==> src/rtl/mux_pipe_pkg.sv <==
// Shared elaboration helpers for the pipelined N-input selector: stage geometry
// and the offsets used to pack every stage's candidates into one flat bus.
package mux_pipe_pkg;

    function automatic int stage_count(input int address, input int stage_bits);
        return (address + stage_bits - 32'sd1) / stage_bits;
    endfunction

    function automatic int stage_sel_lo(input int k, input int stage_bits);
        return k * stage_bits;
    endfunction

    function automatic int stage_sel_bits(input int k, input int address, input int stage_bits);
        int rem;
        rem = address - stage_sel_lo(k, stage_bits);
        return (rem < stage_bits) ? rem : stage_bits;
    endfunction

    // Candidates entering stage j; j == stage_count yields the single output word.
    function automatic int cand_cnt(input int j, input int address, input int stage_bits);
        int lo;
        lo = stage_sel_lo(j, stage_bits);
        lo = (lo > address) ? address : lo;
        return 32'sd1 << (address - lo);
    endfunction

    function automatic int data_off(input int j, input int address, input int stage_bits);
        int acc;
        acc = 32'sd0;
        for (int i = 0; i < j; i++) acc += cand_cnt(i, address, stage_bits);
        return acc;
    endfunction

    function automatic int sel_off(input int k, input int address, input int stage_bits);
        int acc;
        acc = 32'sd0;
        for (int i = 0; i < k; i++) acc += address - stage_sel_lo(i, stage_bits);
        return acc;
    endfunction

    function automatic bit params_legal(input int address, input int stage_bits);
        return (address >= 32'sd1) && (stage_bits >= 32'sd1) && (stage_bits <= address);
    endfunction

endpackage

==> src/rtl/mux_pipe_n_if.sv <==
// Upstream/downstream handshake and data bus of the pipelined selector.
interface mux_pipe_n_if #(
    parameter int n       = 4,
    parameter int address = 8
);
    logic         flush_i;
    logic         valid_i;
    logic         ready_o;
    logic [n-1:0] data_i [2**address];
    logic [address-1:0] sel;
    logic         valid_o;
    logic         ready_i;
    logic [n-1:0] data_o;

    modport slave (
        input  flush_i, valid_i, data_i, sel, ready_i,
        output ready_o, valid_o, data_o
    );

    modport master (
        output flush_i, valid_i, data_i, sel, ready_i,
        input  ready_o, valid_o, data_o
    );
endinterface

==> src/rtl/mux_stage_n.sv <==
// One registered radix stage: picks one word per group of 2**sel_bits inputs
// and carries the still-unused upper select bits alongside the result.
module mux_stage_n #(
    parameter int n        = 4,
    parameter int in_cnt   = 16,
    parameter int sel_bits = 4,
    parameter int sel_w    = 4
) (
    input  logic                                clk_i,
    input  logic                                rst_ni,
    input  logic                                flush_i,
    input  logic                                valid_i,
    output logic                                ready_o,
    input  logic [in_cnt*n-1:0]                 data_i,
    input  logic [sel_w-1:0]                    sel_i,
    output logic                                valid_o,
    input  logic                                ready_i,
    output logic [(in_cnt >> sel_bits)*n-1:0]   data_o,
    output logic [((sel_w > sel_bits) ? sel_w - sel_bits : 1)-1:0] sel_o
);
    localparam int R       = 1 << sel_bits;
    localparam int OUT_CNT = in_cnt / R;
    localparam int IW      = $clog2(in_cnt);
    localparam int CARRY_W = sel_w - sel_bits;

    logic [n-1:0]         in_arr_s [in_cnt];
    logic [OUT_CNT*n-1:0] cand_s;
    logic [OUT_CNT*n-1:0] data_d, data_q;
    logic                 valid_d, valid_q;
    logic                 load_s, take_s;

    for (genvar i = 0; i < in_cnt; i++) begin : g_unpack
        assign in_arr_s[i] = data_i[i*n +: n];
    end

    for (genvar g = 0; g < OUT_CNT; g++) begin : g_group
        logic [IW-1:0] idx_s;
        assign idx_s             = IW'(g * R) + IW'(sel_i[sel_bits-1:0]);
        assign cand_s[g*n +: n]  = in_arr_s[idx_s];
    end

    // An empty stage always loads, so bubbles collapse even under backpressure.
    assign load_s  = !valid_q || ready_i;
    assign take_s  = load_s && valid_i && !flush_i;
    assign ready_o = load_s;
    assign data_d  = take_s ? cand_s : data_q;

    // Next valid: flush wins over any load.
    always_comb begin
        valid_d = valid_q;
        if (flush_i) begin
            valid_d = 1'b0;
        end else if (load_s) begin
            valid_d = valid_i;
        end else begin
            valid_d = valid_q;
        end
    end

    // Stage valid and candidate registers.
    always_ff @(posedge clk_i or negedge rst_ni) begin
        if (!rst_ni) begin
            valid_q <= 1'b0;
            data_q  <= '0;
        end else begin
            valid_q <= valid_d;
            data_q  <= data_d;
        end
    end

    assign valid_o = valid_q;
    assign data_o  = data_q;

    if (CARRY_W > 0) begin : g_carry
        logic [CARRY_W-1:0] carry_d, carry_q;
        assign carry_d = take_s ? sel_i[sel_w-1:sel_bits] : carry_q;

        // Upper select bits travel with the candidates.
        always_ff @(posedge clk_i or negedge rst_ni) begin
            if (!rst_ni) begin
                carry_q <= '0;
            end else begin
                carry_q <= carry_d;
            end
        end
        assign sel_o = carry_q;
    end else begin : g_no_carry
        assign sel_o = 1'b0;
    end

endmodule

==> src/rtl/mux_pipe_n.sv <==
// Pipelined 2**address-to-1 selector of n-bit words with valid/ready flow control;
// the tree is cut into registered radix-2**stage_bits stages.
module mux_pipe_n
    import mux_pipe_pkg::*;
#(
    parameter int n          = 4,
    parameter int address    = 8,
    parameter int stage_bits = 4
) (
    input  logic         clk_i,
    input  logic         rst_ni,
    mux_pipe_n_if.slave  bus
);
    localparam int stages   = stage_count(address, stage_bits);
    localparam int DATA_TOT = data_off(stages + 1, address, stage_bits);
    localparam int SEL_TOT  = sel_off(stages, address, stage_bits);

    if (!params_legal(address, stage_bits)) begin : g_param_check
        $error("mux_pipe_n: stage_bits must lie in 1..address");
    end

    // Flat buses: segment j holds the candidates (or select bits) entering stage j.
    logic [DATA_TOT*n-1:0] data_flat_s;
    logic [SEL_TOT-1:0]    sel_flat_s;
    logic [stages:0]       valid_s;
    logic [stages:0]       ready_s;

    for (genvar i = 0; i < (1 << address); i++) begin : g_in
        assign data_flat_s[i*n +: n] = bus.data_i[i];
    end

    assign sel_flat_s[address-1:0] = bus.sel;
    assign valid_s[0]              = bus.valid_i;
    assign bus.ready_o             = ready_s[0];
    assign ready_s[stages]         = bus.ready_i;
    assign bus.valid_o             = valid_s[stages];
    assign bus.data_o              = data_flat_s[data_off(stages, address, stage_bits)*n +: n];

    for (genvar k = 0; k < stages; k++) begin : g_stage
        localparam int IN_CNT  = cand_cnt(k, address, stage_bits);
        localparam int OUT_CNT = cand_cnt(k + 1, address, stage_bits);
        localparam int SEL_W   = address - stage_sel_lo(k, stage_bits);
        localparam int BITS    = stage_sel_bits(k, address, stage_bits);
        localparam int CW      = (SEL_W > BITS) ? SEL_W - BITS : 1;

        logic [CW-1:0] carry_s;

        mux_stage_n #(
            .n        (n),
            .in_cnt   (IN_CNT),
            .sel_bits (BITS),
            .sel_w    (SEL_W)
        ) u_stage (
            .clk_i   (clk_i),
            .rst_ni  (rst_ni),
            .flush_i (bus.flush_i),
            .valid_i (valid_s[k]),
            .ready_o (ready_s[k]),
            .data_i  (data_flat_s[data_off(k, address, stage_bits)*n +: IN_CNT*n]),
            .sel_i   (sel_flat_s[sel_off(k, address, stage_bits) +: SEL_W]),
            .valid_o (valid_s[k+1]),
            .ready_i (ready_s[k+1]),
            .data_o  (data_flat_s[data_off(k + 1, address, stage_bits)*n +: OUT_CNT*n]),
            .sel_o   (carry_s)
        );

        if (k < stages - 1) begin : g_fwd
            assign sel_flat_s[sel_off(k + 1, address, stage_bits) +: CW] = carry_s;
        end else begin : g_last
            logic [CW-1:0] carry_unused_s;
            assign carry_unused_s = carry_s;
        end
    end

endmodule

==> src/flat_wrapper.sv <==
// flat-port wrapper written by rule: the top's interface ports become plain ports
module mux_pipe_n_flat import mux_pipe_pkg::*;
#(
    parameter int n          = 4,
    parameter int address    = 8,
    parameter int stage_bits = 4
)
  (clk_i, rst_ni, bus_flush_i, bus_valid_i, bus_data_i, bus_sel, bus_ready_i, bus_ready_o, bus_valid_o, bus_data_o);
  mux_pipe_n_if #(.n(n), .address(address)) bus_i ();
  input  logic clk_i;
  input  logic rst_ni;
  input wire logic [$bits(bus_i.flush_i)-1:0] bus_flush_i;
  input wire logic [$bits(bus_i.valid_i)-1:0] bus_valid_i;
  input wire logic [$bits(bus_i.data_i)-1:0] bus_data_i;
  input wire logic [$bits(bus_i.sel)-1:0] bus_sel;
  input wire logic [$bits(bus_i.ready_i)-1:0] bus_ready_i;
  output wire logic [$bits(bus_i.ready_o)-1:0] bus_ready_o;
  output wire logic [$bits(bus_i.valid_o)-1:0] bus_valid_o;
  output wire logic [$bits(bus_i.data_o)-1:0] bus_data_o;
  assign bus_i.flush_i = bus_flush_i;
  assign bus_i.valid_i = bus_valid_i;
  assign bus_i.data_i = {>>{bus_data_i}};
  assign bus_i.sel = bus_sel;
  assign bus_i.ready_i = bus_ready_i;
  assign bus_ready_o = bus_i.ready_o;
  assign bus_valid_o = bus_i.valid_o;
  assign bus_data_o = bus_i.data_o;
  mux_pipe_n #(.n(n), .address(address), .stage_bits(stage_bits)) u_core (.clk_i(clk_i), .rst_ni(rst_ni), .bus(bus_i));
endmodule
==> config.mk <==
export PLATFORM = sky130hd
export DESIGN_NAME = mux_pipe_n_flat
export DESIGN_NICKNAME = d
export VERILOG_FILES = /design/src/rtl/mux_pipe_pkg.sv /design/src/rtl/mux_pipe_n_if.sv /design/src/rtl/mux_stage_n.sv /design/src/rtl/mux_pipe_n.sv /design/src/flat_wrapper.sv
export SDC_FILE = /design/constraint.sdc
export NUM_CORES = 1
export LEC_CHECK = 0
export ABC_AREA = 1
export BUFFER_PORTS_ARGS = -buffer_cell sky130_fd_sc_hd__clkbuf_2
export CAP_MARGIN = 5
export CORE_AREA = 4 4 399 401
export CTS_CLUSTER_DIAMETER = 120
export DETAILED_ROUTE_END_ITERATION = 12
export DIE_AREA = 0 0 403 405
export PLACE_DENSITY = 0.39
export SYNTH_ARGS = -nofsm -noshare
export SYNTH_HDL_FRONTEND = slang
export SYNTH_SLANG_ARGS = --single-unit
==> constraint.sdc <==
create_clock -name clk_i -period 1.5 [get_ports clk_i]
set_clock_uncertainty 0.05 [all_clocks]
set_input_delay 0 -clock clk_i [delete_from_list [all_inputs] [get_ports clk_i]]
set_output_delay 0 -clock clk_i [all_outputs]
set_load 0.01 [all_outputs]
==> results by group <==
Min path
  • Hold Path Class: in2async

Detailed routing
  • Routed length per instance: 21.4 um
  • Iteration-0 DRC Markers: 1669
  • Total number of vias: 23100
  • DR pass1 iterations: 5
  • Detail Route Antenna Nets: 0
  • Final WL: 128000 um
  • Via/cell ratio: 3.85
  • DRC Markers: 0

Pwr
  • Clk pwr share: 0.200
  • Max rail drop VDD: 0.000537 V
  • Part of the power in registers: 0.212
  • Logic gate share of total power: 0.588
  • Pwr dens: 527 mW/mm^2
  • P_sw: 5.73 mW
  • Internal: 6.70 mW
  • Leak Pwr: 13.1 nW
  • Switching part of the total: 0.461

Clock tree
  • Worst-skew pair later-pin latency: 390 ps
  • Cts bufs inserted: 9
  • Clock Sinks: 74
  • Clock Path Buffers: 2
  • H-Tree Depth: 3
  • Clock Pin Slew Worst Setup and Hold Paths: 80 ps
  • CTS tree: built
  • Clock root buffer: clkbuf_16

Global routing
  • Global-route usage over all layers: 0.149
  • Antenna violations before repair: 54
  • First-pass GRT wire length: 173000 um
  • Grt total ovfl: 0
  • Largest net degree at the start of global routing: 61
  • Vias in the first global route: 23900

Setup path
  • Crit path cell chain: inv_8 -> buf_12 -> nand2_4 -> nand2_2 -> nand2_2 -> nand3_2 -> nand3_4 -> nand2_2 -> nand2_1 -> nand2_1
  • Critical path capture point type: flip-flop
  • CP startpoint kind: flip-flop
  • Max incr delay on CP: 480 ps
  • Crit path DAT: 1700 ps
  • WP data required: 1740 ps
  • Critical path class: reg2reg
  • Most frequent cell on the critical path: nand2_2
  • Slowest cell on the critical path: dfrtp_2
  • Crit-path leading delay family: simple AND/OR/NAND/NOR gates
  • Bufs and invs on worst path: 2
  • CP Max Fanout: 8

Floorplanning
  • DIE HEIGHT: 405 um
  • Row count: 145
  • Die area: 0.163 mm^2
  • I/O pin count: 1043
  • Starting Density: 0.0897
  • Die width: 403 um
  • CORE AREA: 0.156 mm^2

Outcome
  • Outcome: finished clean

Timing
  • Period minus WS final: 1460 ps
  • RSZ-0062 raised after global routing: true
  • Maximum clock frequency: 684 MHz
  • Tcrit/Tclk final: 0.974
  • Hold violation count in the final report: 0
  • Fin. max-slew vios: 0
  • Slew headroom: 0.703
  • # setup viols final: 0
  • Post-Route Setup TNS: 0 ps
  • Worst-Margin Slew: 445 ps

Finish
  • Most common cell after layout, fill and taps aside: nand2_1
  • Final std cells w/o fill: 6001
  • Area grow syn2layout: 69.0%
  • Final Core Density: 0.152
  • Net count reported at finish: 4948
  • Layout cells sized above 1: 0.350
  • Layout Cell Area excl Fill: 0.0236 mm^2
  • Most frequent cells in the layout: nand2_1 (1617), clkbuf_2 (1037), nand3_1 (783), buf_4 (189), dfrtp_1 (72)
  • Fill count: 18500

Placed design
  • Post-DP HPWL: 110000 um
  • PortBufs: 1042
  • Placed inst area: 0.0226 mm^2
  • Gpl congestion: 0.949
  • DP Cell Count: 5940

Logic synthesis
  • Syn nets: 3879
  • Mapped Avg Cell Area: 4.91 um^2
  • Seq cells post-synth: 74
  • Synth Instances: 2842
  • Sequential area share after synthesis: 0.133
  • Synthesized cell area: 0.0140 mm^2
  • Yosys warning total: 0
  • Yosys cell types: 16

Flow run
  • Max_cap viols: 0
power groups by stage:
stage | clock network [mW] | logic, mW | registers [mW]
2_1_floorplan | 0 | 3.32 | 2.50
3_3_place_gp | 0 | 7.25 | 2.66
3_5_place_dp | 0 | 7.13 | 2.65
4_1_cts | 2.69 | 7.28 | 2.62
5_1_grt | 2.75 | 8.14 | 2.68
6_report | 2.49 | 7.30 | 2.63
cell usage after synthesis:
master / instances / area, um^2
a21oi_1: 1 / 5.00
buf_1: 15 / 56.3
buf_2: 112 / 561
buf_4: 23 / 173
buf_6: 58 / 653
buf_8: 2 / 30.0
clkbuf_1: 30 / 113
clkinv_1: 2 / 7.51
dfrtp_1: 74 / 1850
inv_1: 57 / 214
inv_2: 3 / 11.3
inv_8: 1 / 11.3
nand2_1: 1640 / 6160
nand3_1: 816 / 4080
nor2_1: 4 / 15.0
o21ai_0: 4 / 20.0
per-stage QoR:
| step | power (mW) | setup WS, ps | hold WS, ps |
|---|---|---|---|
| finish | 12.4 | 39.0 | 35.1 |
| global route | 13.6 | -55.2 | 11.8 |
| CTS | 12.6 | -12.4 | 12.9 |
| detailed placement | 9.78 | -556 | -120 |
| global placement | 9.91 | -581 | -115 |
| floorplan | 5.81 | 118 | -346 |
flip-flops by register name, summed over array words and instances (netlist names):
signal,flops
u_core.g_stage.u_stage.valid_o,2
u_core.g_stage.u_stage.data_o,68
u_core.g_stage.u_stage.sel_o,4
layer usage:
metal	share of wire	GRT usage	wire length, um
met1	0.39	0.171	50600
met2	0.52	0.277	66300
met3	0.060	0.0281	7710
met4	0.028	0.0418	3550
met5	0.0013	0	172
final cells by class:
| class | instances | area, um^2 | area share |
|---|---|---|---|
| Multi-Input combinational cell | 2465 | 10600 | 0.449 |
| Timing Repair Buffer | 1298 | 7920 | 0.335 |
| Tap cell | 2058 | 2570 | 0.109 |
| Sequential cell | 74 | 1850 | 0.0786 |
| Inverter | 63 | 293 | 0.0124 |
| Clock buffer | 10 | 239 | 0.0101 |
| Antenna cell | 27 | 67.6 | 0.00286 |
| Clock inverter | 6 | 66.3 | 0.00281 |
final timing paths:
path	from	to	slack [ps]	cells after the start
max	u_core.g_stage[0].u_stage.sel_o[0]	u_core.g_stage[1].u_stage.data_o[3]	40	10
min	rst_ni	u_core.g_stage[0].u_stage.valid_o	40	2
max reg2reg	u_core.g_stage[0].u_stage.sel_o[0]	u_core.g_stage[1].u_stage.data_o[3]	40	10
min reg2reg	u_core.g_stage[0].u_stage.data_o[56]	u_core.g_stage[0].u_stage.data_o[56]	430	2
max in group asynchronous	rst_ni	u_core.g_stage[0].u_stage.data_o[38]	610	3
min in group clk_i	bus_data_i[932]	u_core.g_stage[0].u_stage.data_o[4]	100	9
cell families (layout without fill, tap and decap cells):
logic type | Yosys count | count (layout) | share of synthesized area
AOI/OAI and AO/OA | 5 | 5 | 0.00179
buffers and inverters | 303 | 1377 | 0.131
and+or+nand+nor | 2460 | 2460 | 0.735
other | 0 | 27 | 0
DFF | 74 | 74 | 0.133
repair_timing:
item	CTS	global route
hold endpoints to repair	82	0
pin swaps	2	26
resized for setup	27	61
hold buffers	10	0
gates cloned	1	3
endpoints found under the setup margin	39	60
setup buffers	1	3
No activity file was read; power rests on OpenSTA's default activity.
